===== src/rtl/jt08_adpcm_pkg.sv =====
// jt08_adpcm_pkg: shared constants, channel register layout and target-attenuation helper
package jt08_adpcm_pkg;
    localparam int MODE_MAME = 0;
    localparam int MODE_LLE  = 1;
    localparam int DB_W      = 7;
    localparam logic [DB_W-1:0] MUTE_DB = 7'h7F;
    localparam int UP_LR_LSB = 6;
    localparam int UP_IL_LSB = 0;
    localparam int IL_W      = 5;

    typedef struct packed {
        logic [1:0]      lr;
        logic [IL_W-1:0] il;
    } ch_reg_t;

    function automatic logic [DB_W-1:0] tgt_db(input logic [IL_W-1:0] il, input logic [5:0] atl);
        return {2'b0, ~il} + {1'b0, ~atl};
    endfunction
endpackage


===== src/rtl/jt08_adpcm_gain_ramp.sv =====
// jt08_adpcm_gain_ramp: per-channel level/pan registers and applied attenuation with optional ramping
module jt08_adpcm_gain_ramp
    import jt08_adpcm_pkg::*;
#(
    parameter int CH   = 6,
    parameter int RAMP = 0,
    parameter int CW   = 3
)(
    input  logic            clk,
    input  logic            rst,
    input  logic [5:0]      atl,
    input  logic            up_en,
    input  logic [CW-1:0]   up_ch,
    input  logic [7:0]      up_data,
    input  logic            acc_en,
    input  logic [CW-1:0]   acc_ch,
    output logic [DB_W-1:0] db,
    output logic [1:0]      lr
);
    ch_reg_t         r_reg [CH];
    logic [DB_W-1:0] r_cur [CH];
    logic            w_up_ok;
    logic [CW-1:0]   w_sel;
    logic [DB_W-1:0] w_tgt;
    logic [DB_W-1:0] w_cur;
    logic [DB_W-1:0] w_next;

    assign w_up_ok = up_en && ({1'b0, up_ch} < (CW+1)'(CH));
    assign w_sel   = ({1'b0, acc_ch} < (CW+1)'(CH)) ? acc_ch : '0;
    assign w_tgt   = tgt_db(r_reg[w_sel].il, atl);
    assign w_cur   = r_cur[w_sel];
    // ramping moves one unit per accepted sample of this channel
    assign w_next  = (RAMP == 0)    ? w_tgt :
                     (w_cur < w_tgt) ? w_cur + 7'd1 :
                     (w_cur > w_tgt) ? w_cur - 7'd1 : w_cur;
    assign db = w_next;
    assign lr = r_reg[w_sel].lr;

    always_ff @(posedge clk) begin
        if (rst) begin
            for (int i = 0; i < CH; i++) begin
                r_reg[i] <= '0;
                r_cur[i] <= MUTE_DB;
            end
        end else begin
            if (w_up_ok)
                r_reg[up_ch] <= '{lr: up_data[UP_LR_LSB+:2], il: up_data[UP_IL_LSB+:IL_W]};
            if (acc_en)
                r_cur[w_sel] <= w_next;
        end
    end
endmodule


===== src/rtl/jt08_adpcm_gain_mc.sv =====
// jt08_adpcm_gain_mc: multi-channel ADPCM gain stage, 4-stage pipeline
// with MAME multiply/shift or LLE add/shift gain formulas.
module jt08_adpcm_gain_mc
    import jt08_adpcm_pkg::*;
#(
    parameter int CH   = 6,
    parameter int DW   = 16,
    parameter int MODE = MODE_MAME,
    parameter int RAMP = 0,
    parameter int MASK = 2,
    localparam int CW  = (CH > 1) ? $clog2(CH) : 1
)(
    input  logic                 clk,
    input  logic                 rst,
    input  logic                 cen,
    input  logic [5:0]           atl,
    input  logic                 up_en,
    input  logic [CW-1:0]        up_ch,
    input  logic [7:0]           up_data,
    input  logic                 in_valid,
    input  logic [CW-1:0]        in_ch,
    input  logic signed [DW-1:0] pcm_in,
    output logic                 out_valid,
    output logic [CW-1:0]        out_ch,
    output logic [1:0]           lr,
    output logic signed [DW-1:0] pcm_att
);
    localparam int PW = DW + 4;

    logic                 w_in_ok;
    logic                 w_acc;
    logic [DB_W-1:0]      w_db;
    logic [1:0]           w_lr;

    logic                 r1_v;
    logic signed [DW-1:0] r1_pcm;
    logic [CW-1:0]        r1_ch;
    logic [1:0]           r1_lr;
    logic [DB_W-1:0]      r1_db;

    logic                 r2_v;
    logic signed [PW-1:0] r2_val;
    logic [3:0]           r2_sh;
    logic [CW-1:0]        r2_ch;
    logic [1:0]           r2_lr;

    logic                 r3_v;
    logic signed [PW-1:0] r3_val;
    logic [CW-1:0]        r3_ch;
    logic [1:0]           r3_lr;

    logic signed [PW-1:0] w_pcm_x, w_lin_x, w_mame;
    logic signed [PW-1:0] w_s1, w_s2, w_s3, w_h1, w_h2, w_h3, w_lle;
    logic signed [PW-1:0] w_val, w_asr, w_shr;
    logic [3:0]           w_lin, w_sh;
    logic [PW-DW:0]       w_hi;
    logic [DW-1:0]        w_sat, w_msk;

    assign w_in_ok = {1'b0, in_ch} < (CW+1)'(CH);
    assign w_acc   = cen && in_valid && w_in_ok;

    jt08_adpcm_gain_ramp #(.CH(CH), .RAMP(RAMP), .CW(CW)) u_ramp (
        .clk     (clk),
        .rst     (rst),
        .atl     (atl),
        .up_en   (up_en),
        .up_ch   (up_ch),
        .up_data (up_data),
        .acc_en  (w_acc),
        .acc_ch  (in_ch),
        .db      (w_db),
        .lr      (w_lr)
    );

    assign w_pcm_x = PW'(r1_pcm);
    assign w_lin   = r1_db[6] ? 4'd0 : 4'd15 - {1'b0, r1_db[2:0]};
    assign w_lin_x = PW'({1'b0, w_lin});
    assign w_mame  = w_pcm_x * w_lin_x;
    // shifted terms kept in their own signed nets so >>> stays arithmetic
    assign w_s1    = w_pcm_x >>> 1;
    assign w_s2    = w_pcm_x >>> 2;
    assign w_s3    = w_pcm_x >>> 3;
    assign w_h1    = r1_db[2] ? '0 : w_s1;
    assign w_h2    = r1_db[1] ? '0 : w_s2;
    assign w_h3    = r1_db[0] ? '0 : w_s3;
    assign w_lle   = w_pcm_x + w_h1 + w_h2 + w_h3;
    assign w_val   = (MODE == MODE_LLE) ? w_lle : w_mame;
    assign w_sh    = (MODE == MODE_LLE) ? r1_db[6:3] : {1'b0, r1_db[5:3]} + 4'd1;

    assign w_asr   = r2_val >>> r2_sh;
    assign w_shr   = (32'(r2_sh) >= DW) ? {PW{r2_val[PW-1]}} : w_asr;

    assign w_hi    = r3_val[PW-1:DW-1];
    assign w_sat   = (&w_hi || ~|w_hi) ? r3_val[DW-1:0] : {r3_val[PW-1], {(DW-1){~r3_val[PW-1]}}};
    assign w_msk   = ~((DW'(1) << MASK) - DW'(1));

    always_ff @(posedge clk) begin
        if (rst) begin
            r1_v      <= 1'b0;
            r1_pcm    <= '0;
            r1_ch     <= '0;
            r1_lr     <= '0;
            r1_db     <= '0;
            r2_v      <= 1'b0;
            r2_val    <= '0;
            r2_sh     <= '0;
            r2_ch     <= '0;
            r2_lr     <= '0;
            r3_v      <= 1'b0;
            r3_val    <= '0;
            r3_ch     <= '0;
            r3_lr     <= '0;
            out_valid <= 1'b0;
            out_ch    <= '0;
            lr        <= '0;
            pcm_att   <= '0;
        end else if (cen) begin
            r1_v   <= in_valid && w_in_ok;
            r1_pcm <= pcm_in;
            r1_ch  <= in_ch;
            r1_lr  <= w_lr;
            r1_db  <= w_db;
            r2_v   <= r1_v;
            r2_val <= w_val;
            r2_sh  <= w_sh;
            r2_ch  <= r1_ch;
            r2_lr  <= r1_lr;
            r3_v   <= r2_v;
            r3_val <= w_shr;
            r3_ch  <= r2_ch;
            r3_lr  <= r2_lr;
            out_valid <= r3_v;
            if (r3_v) begin
                out_ch  <= r3_ch;
                lr      <= r3_lr;
                pcm_att <= w_sat & w_msk;
            end
        end
    end
endmodule


===== config.mk =====
export PLATFORM = sky130hd
export DESIGN_NAME = jt08_adpcm_gain_mc
export DESIGN_NICKNAME = d
export VERILOG_FILES = /design/src/rtl/jt08_adpcm_pkg.sv /design/src/rtl/jt08_adpcm_gain_ramp.sv /design/src/rtl/jt08_adpcm_gain_mc.sv
export SDC_FILE = /design/constraint.sdc
export NUM_CORES = 1
export LEC_CHECK = 0
export BUFFER_PORTS_ARGS = -buffer_cell sky130_fd_sc_hd__buf_2
export CORE_UTILIZATION = 40
export CTS_BUF_LIST = sky130_fd_sc_hd__clkbuf_8 sky130_fd_sc_hd__clkbuf_16
export DETAILED_ROUTE_END_ITERATION = 6
export HOLD_SLACK_MARGIN = 0.02
export PLACE_DENSITY = 0.53
export SETUP_SLACK_MARGIN = 0.3
export SLEW_MARGIN = 15
export SYNTH_ARGS = -nofsm -noshare
export SYNTH_HDL_FRONTEND = slang
export SYNTH_SLANG_ARGS = --single-unit

===== constraint.sdc =====
create_clock -name clk -period 11.1 [get_ports clk]
set_clock_uncertainty 0.1 [all_clocks]
set_input_delay 1.11 -clock clk [delete_from_list [all_inputs] [get_ports clk]]
set_output_delay 1.11 -clock clk [all_outputs]
set_load 0.01 [all_outputs]

## Yosys cells after proc, flatten, opt, wreduce, memory -nomap -nowiden

Memory sizes are Yosys's and may differ from the RTL's.
Cells that the tools add are included.

| storage, ports and cells | value |
|---|---|
| memories kept | 1 |
| logic and storage cells | 48 |
| input bits | 41 |
| output and inout port bits | 22 |
| register bits after elaboration | 105 |
| memory bits (writable) | 42 |

Memory list:

| memory | depth | bits a word | read ports | clocked after Yosys merged registers in | write ports | line | RTL |
|---|---|---|---|---|---|---|---|
| u_ramp.r_reg | 6 | 7 | 1 | 0 | 6 | jt08_adpcm_gain_ramp.sv:20 | `ch_reg_t r_reg [CH];` |

| operators by class | value |
|---|---|
| reduce and logical (&&, ||, !) cells | 8 |
| shift operators | 1 |
| mux-type cells | 11 |
| add/sub/neg operators | 3 |
| $mul | 1 |
| order comparisons | 2 |
| bitwise logic cells | 3 |

Operator list:

| operator | number |
|---|---|
| $mul A16 B5 Y20 | 1 |
| $sshr A20 B4 Y20 | 1 |
| $mux W16 | 1 |
| $add A5 B6 Y7 | 1 |
| $mux W7 | 1 |
| $reduce_or A7 Y1 | 1 |
| $lt A3 B3 Y1 const B | 2 |
| $mux W1 | 6 |
| $mux W3 | 2 |
| $not A6 Y6 | 1 |
| $not A5 Y5 | 1 |
| $reduce_and A5 Y1 | 1 |
| $reduce_or A5 Y1 | 1 |
| $add A3 B1 Y4 const B | 1 |
| $mux W4 | 1 |
| $sub A4 B3 Y4 const A | 1 |
| $logic_and A1 B1 Y1 | 2 |
| $reduce_and A2 Y1 | 1 |
| $logic_not A1 Y1 | 1 |
| $logic_or A1 B1 Y1 | 1 |
| $not A1 Y1 | 1 |

## Depth between registers and ports, before layout

Gate-level depths: netlist (run 1).

| logic depth | value |
|---|---|
| word-level depth | 7 |
| depth in mapped cells | 16 |
| depth with buffers taken out | 14 |

## Modules after synthesis

Synthesis (run 1) repeated with hierarchy kept, for this count alone.

| second synthesis, totals | value |
|---|---|
| cell total of the unflattened synthesis | 963 |
| area, all modules | 8857.2 um^2 |

By module, submodules not included:

| module | instances | area an instance (um^2) | cells an instance | seq. area each (um^2) |
|---|---|---|---|---|
| jt08_adpcm_gain_mc | 1 | 6651.4 | 770 | 2021.9 |
| jt08_adpcm_gain_ramp | 1 | 2205.9 | 193 | 1261.2 |

## Worst setup path after synthesis (run 1)

Ideal clock, no wire load.

| path | value |
|---|---|
| path kind | flip-flop to flip-flop |
| start point | register r1_db[2] |
| end point | register r2_val[16] |
| data arrival time | 3.900 ns |
| stages on the path, launching flop included | 16 |
| clock period less this slack | 4.118 ns |
| setup slack | 6.982 ns |
| required time | 10.883 ns |
| setup time | 0.117 ns |
| buffers on the path | 2 |
| cells stage by stage | dfxtp_1 -> clkbuf_1 -> clkbuf_1 -> nor2_1 -> ha_1 -> fa_1 -> inv_1 -> fa_1 -> inv_1 -> ha_1 -> a21o_1 -> a21o_1 -> a31oi_1 -> a21oi_1 -> or3_1 -> a32o_1 |

| on the way | value |
|---|---|
| longest elaborated chain between the ends | 3 |

RTL lines:

| what | line | RTL |
|---|---|---|
| start, declared | jt08_adpcm_gain_mc.sv:39 | `logic [DB_W-1:0] r1_db;` |
| start signal, assigned | jt08_adpcm_gain_mc.sv:122 | `r1_db <= w_db;` |
| $sub A4 B3 Y4 | jt08_adpcm_gain_mc.sv:76 | `assign w_lin = r1_db[6] ? 4'd0 : 4'd15 - {1'b0, r1_db[2:0]};` |
| $mux W4 | jt08_adpcm_gain_mc.sv:76 |  |
| $mul A16 B5 Y20 | jt08_adpcm_gain_mc.sv:78 | `assign w_mame = w_pcm_x * w_lin_x;` |
| end signal, assigned | jt08_adpcm_gain_mc.sv:124 | `r2_val <= w_val;` |
| end, declared | jt08_adpcm_gain_mc.sv:42 | `logic signed [PW-1:0] r2_val;` |

Every way passes these cells.
A chain may end at the register's enable or synchronous reset.

## Worst setup path after layout (run 1)

| path | value |
|---|---|
| start point | register r1_db[2] |
| end point | register r2_val[17] |

The elaborated chain is that of the path after synthesis.

==> impl_results.md, run 1 <==
- Chip width: around 150 um
- RSZ-0062 raised after global routing: no
- Postcts setup bufs: 0
- Dpl hpwl: roughly 14000 um
- First-pass GRT wire length: ~32000 um
- Mean post-synth cell area: between 9 and 10 um^2
- CP Launch Type: register
- Setup Crit Path Kind: register to register
- Io pins: 63
- Tmin final: 4.53 ns
- Final core area utilization: around 45%
- Sw Share: between 30% and 40%
- Yosys reg bits: around 140
- Vias in the first global route: 6335
- Maximum clock rate: approximately 220 MHz
- Int Pwr: 0.00104 W
- Synth warn: 0
- Post-CTS Resized: 0
- Peak supply drop: between 0.1 and 0.15 mV
- Ys flop type: dfxtp_1
- Post-Syn Area: approximately 8900 um^2
- Hold WC Path Type: register to register
- Flop2flop setup slack: 6.57 ns
- Reg clk slew, reported paths: around 0.060 ns
- Pin slew with the least headroom to its limit: about 0.94 ns
- Vias: ~6500
- Antenna Nets Post-Route: 0
- NumNets Final: around 1100
- Congestion Overflow GR: 0
- Largest register FFs: 42
- Number of antenna violations at the first check in global routing: 0
- Overall routing resource usage: 18.1%
- Fillers: roughly 2200
- Post-Route WL: roughly 19000 um
- Syn-to-layout area delta: 10.4%
- CP Max Fanout: 17
- Setup crit end kind: register
- CTS tree: done
- Count of input and output buffers: 59
- Share of layout cells above drive strength 1: about an eighth
- Sink Count: approximately 140
- P_leak: 4.49 nW
- Fin. Hold Viols: 0
- CP arrival: between 4 and 5 ns
- Setup-failing EPs final: 0
- Area of the multi-input gates: just under 5000 um^2
- Final Cycle Share: about two fifths
- Worst-Skew Late Latency: between 0.4 and 0.5 ns
- Clock power share: a little over a third
- Core box area: between 20000 and 25000 um^2
- Vias per inst: slightly above 5
- CTS H-tree lvls: 4
- Storage element area: ~3300 um^2
- CTS Buffer Depth: 2
- Die H: 151 um
- Status: completed
- Post-synth EDFFs: 42
- P_sw: between 0.0004 and 0.0005 W
- Total CTS buffers: 17
- Req. time, crit path: ~11 ns
- DR iter-0 viols: between 200 and 300
- MaxCap Viol Count: 0
- PwrDens: 153 nW/um^2
- Ys async rst share: 0%
- DR pass1 iterations: 5
- Initial Util: 40.8%
- Gate power share: between 20% and 30%
- Fin. max-slew vios: 0
- Final hold slack: around 0.35 ns
- Yosys cell types: 61
- Drc violations: 0
- Wire per inst: ~15 um
- Site Rows: between 50 and 60
- Largest net degree at the start of global routing: a little over 90
- Seq/Total Area, Yosys: between 30% and 40%
- Die ar.: roughly 23000 um^2
- Routability congestion estimate from global placement: around 0.85
- Syn Inst Count: around 970
- Diodes inserted: 0
- CTS Hold Bufs: 0
- Setup TNS: 0 ns
- Seq pwr share: between 40% and 50%
- Max_slew headroom: 37.1%
- Clk root buf: clkbuf_16
[cells in the mapped netlist, types with 6 or more instances]
cell	n	area, um^2
nor2_1	160	601
dfxtp_1	101	2020
inv_1	100	375
nand2_1	76	285
mux2i_1	69	691
a21oi_1	48	240
edfxtp_1	42	1260
ha_1	41	513
fa_1	33	661
nand2b_1	33	206
clkbuf_1	31	116
a211oi_1	22	165
nor3_1	22	110
o21ai_0	18	90.1
xnor2_1	12	105
mux2_2	11	124
o22ai_1	11	68.8
buf_2	8	40.0
mux4_2	8	180
a21o_1	7	52.6
mux4_1	7	184
nand3_1	7	35.0
and3_1	6	37.5
buf_1	6	22.5
nand4_1	6	37.5
o211ai_1	6	45.0
[layout by cell type, fill, tap and decap left out, types with 17 or more instances in the layout]
| master | count |
|---|---|
| a211oi_1 | 22 |
| mux2i_1 | 69 |
| edfxtp_1 | 42 |
| clkbuf_16 | 17 |
| nand2_1 | 76 |
| nor3_1 | 22 |
| ha_1 | 41 |
| a21oi_1 | 48 |
| o21ai_0 | 18 |
| nand2b_1 | 33 |
| buf_2 | 57 |
| inv_1 | 102 |
| nor2_1 | 160 |
| fa_1 | 33 |
| dfxtp_1 | 100 |
[cell type report]
class,instances,share of cell area [%]
Multi-Input combinational cell,669,50.0
Sequential cell,143,33.3
Clock buffer,17,4.31
Inverter,102,4.15
Tap cell,280,3.55
Timing Repair Buffer,62,3.27
Clock inverter,15,1.40
[logic make-up after synthesis]
family          count (synthesis)  share of synthesized area (%)
compound gates                148                           10.7
xor+xnor                       16                           1.57
fa+ha+maj                      74                           13.1
buf+inv                       158                           8.07
flops                         143                           36.8
mux                            95                           13.2
other cells                     1                         0.0420
simple gates                  334                           16.5
[routing by layer]
layer  global-route usage [%]  part of all wire, %  vias to the layer above
met5                        0                    0                        -
met3                     2.74                  3.0                       14
met4                     4.80                 0.94                        0
li1                         -                    -                     3346
met2                     28.7                   46                       95
met1                     25.6                   50                     3064
[metrics by stage]
stage               total power (W)  instance area (um^2)  setup WS [ns]  std cells
floorplan                  0.000893                  8940           6.98        970
global placement           0.000971                  9300           6.61       1256
detailed placement         0.000975                  9300           6.58       1256
CTS                         0.00153                  9860           6.57       1288
global route                0.00160                  9860           6.29       1288
finish                      0.00151                  9860           6.57       1288
[power by group through the flow]
| stage | Combinational (W) | Clock [W] | Sequential, W |
|---|---|---|---|
| 3_5_place_dp | 0.000348 | 0 | 0.000628 |
| 5_1_grt | 0.000395 | 0.000587 | 0.000623 |
| 6_report | 0.000345 | 0.000550 | 0.000616 |
| 2_1_floorplan | 0.000289 | 0 | 0.000603 |
| 4_1_cts | 0.000349 | 0.000562 | 0.000616 |
| 3_3_place_gp | 0.000344 | 0 | 0.000627 |
[worst max-delay path, stage by stage, from the launching register on]
cell	delay (ns)
dfxtp_1	0.72
inv_1	0.19
and2_1	0.19
ha_1	0.31
fa_1	0.54
inv_1	0.05
fa_1	0.52
inv_1	0.04
ha_1	0.34
o211ai_1	0.14
o21ai_1	0.29
a21oi_1	0.17
o311ai_1	0.43
nor3_1	0.10
a211o_1	0.30
[path summary, 6_finish.rpt]
check | start | endpoint | depth (start not counted)
hold / removal | out_ch[1]$_SDFFE_PP0P_ | out_ch[1]$_SDFFE_PP0P_ | 2
setup reg to reg | r1_db[2]$_SDFFE_PP0P_ | r2_val[17]$_SDFFE_PP0P_ | 14
hold reg to reg | out_ch[1]$_SDFFE_PP0P_ | out_ch[1]$_SDFFE_PP0P_ | 2
setup / recovery | r1_db[2]$_SDFFE_PP0P_ | r2_val[17]$_SDFFE_PP0P_ | 14
No activity file was read; power rests on OpenSTA's default activity.
==> run 2: changes to the inputs <==
PLACE_DENSITY = 0.55   (was 0.53)
clock period = 3.65 ns   (was 11.1 ns; I/O delays follow)
==> impl_results.md, run 2 (synthesis gave the netlist of run 1 again) <==
- Fin. max-slew vios: 0
- Sink Count: roughly 140
- Vias in the first global route: roughly 6800
- Largest register FFs: 42
- Setup WS pre-CTS: -0.243 ns
- Initial Util: between 40% and 50%
- Drc violations: 0
- Fillers: 2061
- Total CTS buffers: 17
- Die H: around 150 um
- CP peak stage delay: approximately 0.55 ns
- P_leak: between 4 and 5 nW
- CP Launch Type: register
- R2R Path Start: r1_db[6]$_SDFFE_PP0P_
- Most common cell after layout, fill and taps aside: nor2_1
- Io pins: 63
- Worst Setup Slack, final: -0.175 ns
- Reg2Reg Depth: 15
- Slowest stage cell, crit path: fa_1
- Worst-Skew Late Latency: roughly 0.42 ns
- Final Cycle Share: 105%
- Crit path cell chain: buf_6 > nor2b_4 > and2_4 > ha_4 > fa_1 > inv_2 > fa_1 > inv_2 > ha_4 > o21a_1 > o31a_1 > o2111ai_4 > a21oi_2 > or3_1 > a32o_1
- Status: finished with violations
- MaxCap Viol Count: 0
- Overall routing resource usage: a little under a fifth
- Capture point of the worst path: r2_val[16]$_SDFFE_PP0P_
- Req. time, crit path: 3.86 ns
- Number of antenna violations at the first check in global routing: 0
- Dpl hpwl: 15000 um
- Setup Crit Path Kind: register to register
- Setup-failing EPs final: 8
- Setup TNS: -0.763 ns
- Congestion Overflow GR: 0
- Flop2flop setup slack: -0.17 ns
- Post-Route WL: between 20000 and 25000 um
- CP arrival: roughly 4 ns
- Die ar.: 22900 um^2
- Vias: between 6000 and 7000
- Wire per inst: roughly 15 um
- CTS Buffer Depth: 2
- CP Max Fanout: 5
- Site Rows: 54
- Fin. Hold Viols: 0
- RSZ-0062 raised after global routing: yes
- Antenna Nets Post-Route: 0
- NumNets Final: between 1000 and 1500
- Max_slew headroom: between 40% and 50%
- Failing checks: negative setup slack
- Pin slew with the least headroom to its limit: between 0.8 and 0.9 ns
- Clk root buf: clkbuf_16
- Vias per inst: 4.99
- CTS tree: done
- Worst R2R End: r2_val[16]$_SDFFE_PP0P_
- Tot Pwr: approximately 0.0052 W
- Most frequent cells in the layout: nor2_1, dfxtp_1, inv_1
- Largest net degree at the start of global routing: 75
- DR iter-0 viols: 222
- Share of layout cells above drive strength 1: 28.5%
- PwrDens: 458 nW/um^2
- Syn-to-layout area delta: 26.6%
- Setup crit end kind: register
- Maximum clock rate: around 260 MHz
- Reg clk slew, reported paths: roughly 0.06 ns
- Hold WC Path Type: primary input to register
- Count of input and output buffers: slightly below 60
- Tmin final: roughly 3.8 ns
- Final core area utilization: about 52%
- Source of the worst hold timing path: pcm_in[8]
- Diodes inserted: 0
- CP Launch Point: r1_db[6]$_SDFFE_PP0P_
- Peak supply drop: 0.384 mV
- Routability congestion estimate from global placement: 0.867
- DR pass1 iterations: 4
- Chip width: around 150 um
- First-pass GRT wire length: about 34000 um
- Core box area: ~22000 um^2
- CTS H-tree lvls: 4
==> run 2: changes by cell type in the layout (fill, tap and decap cells not counted), sizes merged <==
| cell | delta |
|---|---|
| clkinv | +2 |
| bufinv | +1 |
| buf | +90 |
| clkinvlp | -3 |
==> run 2: critical path: cells and delay by family (launching register included) <==
family,cells,cell delay [ns]
buf+inv,3,0.22
simple gates,3,0.66
flops,1,0.36
fa+ha+maj,4,1.49
compound gates,5,0.89
==> run 2: layout make-up <==
type,count,area [um^2],area share [%]
sequential,143,3290,29.1
clock buffer,17,425,3.76
timing repair buffer,152,1050,9.30
multi-input combinational,669,5590,49.4
clock inverter,15,193,1.70
inverter,102,414,3.66
tap,280,350,3.10
==> run 2: timing repair <==
| item | CTS | global route |
|---|---|---|
| hold buffers | 0 | 0 |
| setup buffers | 8 | 6 |
| endpoints found under the setup margin | 14 | 14 |
| resized for setup | 52 | 65 |
| hold endpoints to repair | 0 | 0 |
| pin swaps | 50 | 54 |
==> run 2: worst min-delay path by stage <==
stage                     slack (ns)  cells past startpoint                      to
after floorplan                 0.33                      2      lr[0]$_SDFFE_PP0P_
after global placement          0.34                      2  out_ch[0]$_SDFFE_PP0P_
after detailed placement        0.35                      2  out_ch[0]$_SDFFE_PP0P_
after CTS                       0.06                      3  r1_pcm[8]$_SDFFE_PP0P_
after global routing            0.09                      3  r1_pcm[0]$_SDFFE_PP0P_
final                           0.08                      3  r1_pcm[8]$_SDFFE_PP0P_
==> run 2: metrics by stage <==
stage / cells / hold slack, ns / instance area, um^2
after floorplan: 970 / 0.331 / 9130
after global placement: 1332 / 0.342 / 10000
after detailed placement: 1332 / 0.346 / 10000
after CTS: 1372 / 0.0606 / 11000
after global routing: 1378 / 0.0858 / 11300
final: 1378 / 0.0764 / 11300
==> run 2: layer usage <==
layer	routed length, um	GRT usage, %	vias up
met1	9750	25.1	3231
met5	0	0	-
li1	-	-	3530
met2	9910	31.8	90
met4	223	5.75	0
met3	590	3.04	20
==> run 2: power by group <==
part	internal (W)	total, W	switching (W)	leakage, nW
logic	0.000746	0.00151	0.000761	3.46
clock network	0.00104	0.00182	0.000774	0.301
registers	0.00175	0.00185	0.000104	1.23
total	0.00354	0.00518	0.00164	5.00
